`src/rtl/secuenciador_mux4.sv`:
```
// Round-robin sequencer in front of a 4-to-1 mux: arbitrates four requests,
// drives the mux select, and registers the fed-back mux output with a valid strobe.
module secuenciador_mux4 #(
  parameter int ANCHO      = 3,
  parameter int RAFAGA_MAX = 4
) (
  input  logic             Reloj,
  input  logic             Reset,
  input  logic [3:0]       Solicitud,
  input  logic [ANCHO-1:0] Dato,
  output logic [2:0]       Selector,
  output logic [3:0]       Concesion,
  output logic             Ocupado,
  output logic [ANCHO-1:0] DatoSalida,
  output logic             Valido
);

  typedef enum logic {REPOSO, CONCEDIDO} estado_t;

  localparam logic [3:0] ULTIMO_BEAT = 4'(RAFAGA_MAX - 1);

  estado_t          estado, estado_sig;
  logic [1:0]       canal, canal_sig;
  logic [1:0]       ultimo, ultimo_sig;
  logic [3:0]       contador, contador_sig;
  logic [ANCHO-1:0] dato_p0, dato_sig;
  logic             vld_p0, vld_sig;
  logic [2:0]       arb;

  // Returns {found, channel}; offsets scanned high to low so the nearest
  // successor of ult wins, with ult itself as the final candidate.
  function automatic logic [2:0] arbitrar(input logic [1:0] ult, input logic [3:0] sol);
    logic [2:0] res;
    logic [1:0] cand;
    res = 3'b000;
    for (int i = 4; i >= 1; i--) begin
      cand = ult + 2'(i);
      if (sol[cand]) res = {1'b1, cand};
    end
    return res;
  endfunction

  // ultimo always equals canal while a grant is held, so one arbiter serves both states
  assign arb = arbitrar(ultimo, Solicitud);

  always_comb begin
    estado_sig   = estado;
    canal_sig    = canal;
    ultimo_sig   = ultimo;
    contador_sig = contador;
    dato_sig     = dato_p0;
    vld_sig      = 1'b0;
    case (estado)
      REPOSO: begin
        if (arb[2]) begin
          estado_sig   = CONCEDIDO;
          canal_sig    = arb[1:0];
          ultimo_sig   = arb[1:0];
          contador_sig = 4'd0;
        end
      end
      CONCEDIDO: begin
        if (Solicitud[canal]) begin
          dato_sig = Dato;
          vld_sig  = 1'b1;
        end
        if (!Solicitud[canal] || contador == ULTIMO_BEAT) begin
          if (arb[2]) begin
            canal_sig    = arb[1:0];
            ultimo_sig   = arb[1:0];
            contador_sig = 4'd0;
          end else begin
            estado_sig = REPOSO;
          end
        end else begin
          contador_sig = contador + 4'd1;
        end
      end
      default: estado_sig = REPOSO;
    endcase
  end

  // Stage p0: grant state and captured beat
  always_ff @(posedge Reloj or posedge Reset) begin
    if (Reset) begin
      estado   <= REPOSO;
      canal    <= 2'd0;
      ultimo   <= 2'd3;
      contador <= 4'd0;
      dato_p0  <= '0;
      vld_p0   <= 1'b0;
    end else begin
      estado   <= estado_sig;
      canal    <= canal_sig;
      ultimo   <= ultimo_sig;
      contador <= contador_sig;
      dato_p0  <= dato_sig;
      vld_p0   <= vld_sig;
    end
  end

  assign Ocupado    = (estado == CONCEDIDO);
  assign Selector   = Ocupado ? {1'b0, canal} : 3'b000;
  assign Concesion  = Ocupado ? (4'b0001 << canal) : 4'b0000;
  assign DatoSalida = dato_p0;
  assign Valido     = vld_p0;

endmodule

```
`config.mk`:
```
export PLATFORM = sky130hd
export DESIGN_NAME = secuenciador_mux4
export DESIGN_NICKNAME = d
export VERILOG_FILES = /design/src/rtl/secuenciador_mux4.sv
export SDC_FILE = /design/constraint.sdc
export NUM_CORES = 1
export LEC_CHECK = 0
export CORE_MARGIN = 2
export CORE_UTILIZATION = 48
export DETAILED_ROUTE_END_ITERATION = 12
export PLACE_DENSITY = 0.77
export SETUP_SLACK_MARGIN = 0.2
export SLEW_MARGIN = 0
export SYNTH_ARGS = -nofsm -noshare
export SYNTH_HDL_FRONTEND = slang
export SYNTH_SLANG_ARGS = --single-unit
```
`constraint.sdc`:
```
create_clock -name Reloj -period 2.1 [get_ports Reloj]
set_input_delay 0.21 -clock Reloj [delete_from_list [all_inputs] [get_ports Reloj]]
set_output_delay 0.21 -clock Reloj [all_outputs]
set_load 0.01 [all_outputs]
```
==> summary.md <==
| Metric | Value |
|---|---|
| Largest family of logic cells by synthesized area | simple AND/OR/NAND/NOR gates |
| Worst Path Required | roughly 1.9 ns |
| Pre-CTS setup slack | between 0.3 and 0.4 ns |
| Worst hold path class | input pin to asynchronous set/reset pin |
| Number of global-route vias before repair | 507 |
| Final number of hold-violating endpoints | 0 |
| Layout cells sized above 1 | 19.3% |
| Area share of the largest cell type after synthesis | approximately two fifths |
| Remaining DRCs | 0 |
| Final Slew Violations | 0 |
| Comb power frac | between 50% and 60% |
| Rel. slew slack | between 60 and 70% |
| Sequential area share after synthesis | 46.5% |
| # fillers | 110 |
| Crit-path cells | and2_2, nor2b_1, clkdlybuf4s50_1 |
| Post-Synth XOR/XNOR Area | 0% |
| Root buf cell | clkbuf_4 |
| CP Capture Type | output port |
| Status | completed |
| Ys async rst share | 100% |
| First-pass GRT wire length | 2300 um |
| Tmin final | around 1.8 ns |
| Design area | 922 um^2 |
| Fin worst setup slack | between 0.3 and 0.4 ns |
| Initial Util | 52.8% |
| Routability congestion estimate | between 0.7 and 0.8 |
| FMAX | about 570 MHz |
| Mapped Area | between 700 and 800 um^2 |
| Site Rows | 13 |
| Tcrit/Tclk final | ~84% |
| DIE HEIGHT | approximately 42 um |
| Fraction of the mapped netlist area in compound gates | 14.7% |
| CP delay by family, top | buffers and inverters |
| Cell accounting for the most synthesized area | dfrtp_1 |
| Final wirelength | around 1300 um |
| Setup Viol. Count Final | 0 |
| Yosys reg bits | 13 |
| Number of synthesis warnings | 0 |
| Largest net degree at the start of global routing | 14 |
| # diodes | 0 |
| CP Depth | 3 |
| Peak VDD IR | around 650 uV |
| CTS clk-pin slew, worst paths | 0.08 ns |
| Top fanout value on the critical path | 7 |
| Syn avg cell area | approximately 11 um^2 |
| Post-synthesis mux area share | under 10% |
| DP HPWL | 1020 um |
| Synth unique cells | 30 |
| Overall die width | 42.3 um |
| Post-layout nets | between 90 and 100 |
| Placed cell areas | approximately 900 um^2 |
| Gr usage total | about 18% |
| CTS Buffer Depth | 2 |
| Synthesized Nets | 77 |
| CTS tree | yes |
| Sequential share of power | 36.2% |
| CTS Sinks | 13 |
| Htree depth | 1 |
| Footprint of the multi-input gates | about 340 um^2 |
| # Max-Cap Violations | 0 |
| I/O pin count | 21 |
| Arr. time, crit path | about 1.6 ns |
| Most frequent cells in the layout | 19 x clkdlybuf4s50_1, 10 x dfrtp_1, 6 x inv_1, 5 x nand2b_1 |
| CP startpoint kind | flop |
| Slew @ Worst Pin | 0.524 ns |
| Adder-Cell Fraction of Synth Area | 1.78% |
| Buf+Inv Stages, Crit Path | 1 |
| Post-Synthesis Cells | 67 |
| Post-synth EDFFs | 0 |
| Worst Skew | about 0.0058 ns |
| NetSw | 0.422 mW |
| CP max-delay cell | clkdlybuf4s50_1 |
| Cts bufs inserted | 3 |
| Crit-path max cell delay | about 0.54 ns |
| Sw Share | roughly 34% |
| Drt first pass iters | 4 |
| Core area | 1330 um^2 |
| FF-to-FF path depth | 3 |
| Synth Area in Simple Gates | 21.8% |
| Die Footprint | between 1500 and 2000 um^2 |
| RSZ-0062 raised after global routing | false |
| Initial antenna violation count | 0 |
| PwrDens | between 1000 and 1500 nW/um^2 |
| P_leak | between 0.3 and 0.4 nW |
| CP Class | flop to output port |
| Power Internal | roughly 0.81 mW |
| Vias/cell | between 5 and 6 |
| Post-Route Setup TNS | 0 ns |
| FF+latch area | roughly 330 um^2 |
| Area Overhead vs Synth | 30.9% |
| Synth Flop Type | dfrtp_1 |
| WL/cell | 12.6 um |
| Port Buffers | 19 |
| Grt total ovfl | 0 |
| Post-route ant nets | 0 |
| Synth top area cells | dfrtp_1 39%, dfstp_2 7.5%, mux2_2 4.8% |
| Most common cell after layout, fill and taps aside | clkdlybuf4s50_1 |
| Drt initial violations | 5 |
| Clock network latency to the later pin of the worst-skew pair | roughly 0.27 ns |
| Clock share of power | 12.1% |
| Via count | 547 |
-- path summary, 6_finish.rpt --
kind	to	slack [ns]	start
max in group asynchronous	ultimo[0]	1.51	Reset
min in group Reloj	ultimo[0]	0.52	ultimo[0]
min	DatoSalida[0]	0.24	Reset
max	Concesion[2]	0.34	canal[1]
max reg2reg	DatoSalida[0]	0.67	canal[1]
min reg2reg	ultimo[0]	0.52	ultimo[0]
-- area by class of cell --
cell class                      instances  share of cell area [%]
Clock buffer                            4                    2.85
Inverter                                6                    2.44
Multi-Input combinational cell         46                    36.4
Sequential cell                        13                    35.7
Tap cell                               15                    2.04
Timing Repair Buffer                   19                    20.6
-- cell families (layout without fill, tap and decap cells) --
logic type / count (synthesis) / in the layout
adder cells (fa/ha/maj): 1 / 1
flip-flops: 13 / 13
AND/OR/NAND/NOR: 26 / 26
buffers and inverters: 8 / 29
multiplexers: 5 / 5
AO/OA/AOI/OAI: 13 / 13
other: 1 / 1
-- synth_stat cells (2+ instances only) --
cell	instances
mux2_2	3
nor2_1	4
nand3_1	4
a2bb2oi_1	2
o21ai_0	3
mux2i_2	2
dfrtp_1	11
nand2_1	4
nand3b_1	2
nand2b_1	5
inv_1	6
dfstp_2	2
o22ai_1	2
-- metal layers --
| metal | vias to the layer above | GRT usage (%) | share of wire [%] |
|---|---|---|---|
| met2 | 17 | 25.8 | 48 |
| li1 | 275 | - | - |
| met1 | 255 | 23.4 | 46 |
| met5 | - | 0 | 0 |
| met3 | 0 | 6.47 | 5.3 |
| met4 | 0 | 7.50 | 0 |
-- power by group through the flow --
stage          combinational, mW  sequential, mW  clock (mW)
2_1_floorplan              0.410           0.431           0
3_3_place_gp               0.632           0.440           0
3_5_place_dp               0.643           0.444           0
4_1_cts                    0.644           0.442       0.155
5_1_grt                    0.697           0.459       0.176
6_report                   0.636           0.445       0.149
-- registers in the layout, indices dropped and copies added, names as in the netlist --
register and flops:
DatoSalida 3, canal 2, Ocupado 1, ultimo 2, contador 4, Valido 1
-- metrics by stage --
step                      utilization (%)  total power, mW  std cells  hold WS, ns
after floorplan                         -            0.841         67       0.0855
after CTS                            69.0             1.24        103        0.243
after global routing                 69.1             1.33        103        0.281
after detailed placement             67.1             1.09         99        0.499
final                                69.1             1.23        103        0.241
after global placement               67.1             1.07         99        0.493
-- worst register-to-register path, delay by kind of cell, from the launching register on --
kind           cells  cell delay, ns
AO/OA/AOI/OAI      1            0.30
multiplexers       2            0.56
flip-flops         1            0.47
-- repair_timing --
action                     in CTS  in global routing
resized for setup               0                  1
buffers inserted                0                  0
setup endpoints to repair       0                  1
hold buffers                    0                  0
Power figures use the tool's default switching activity.
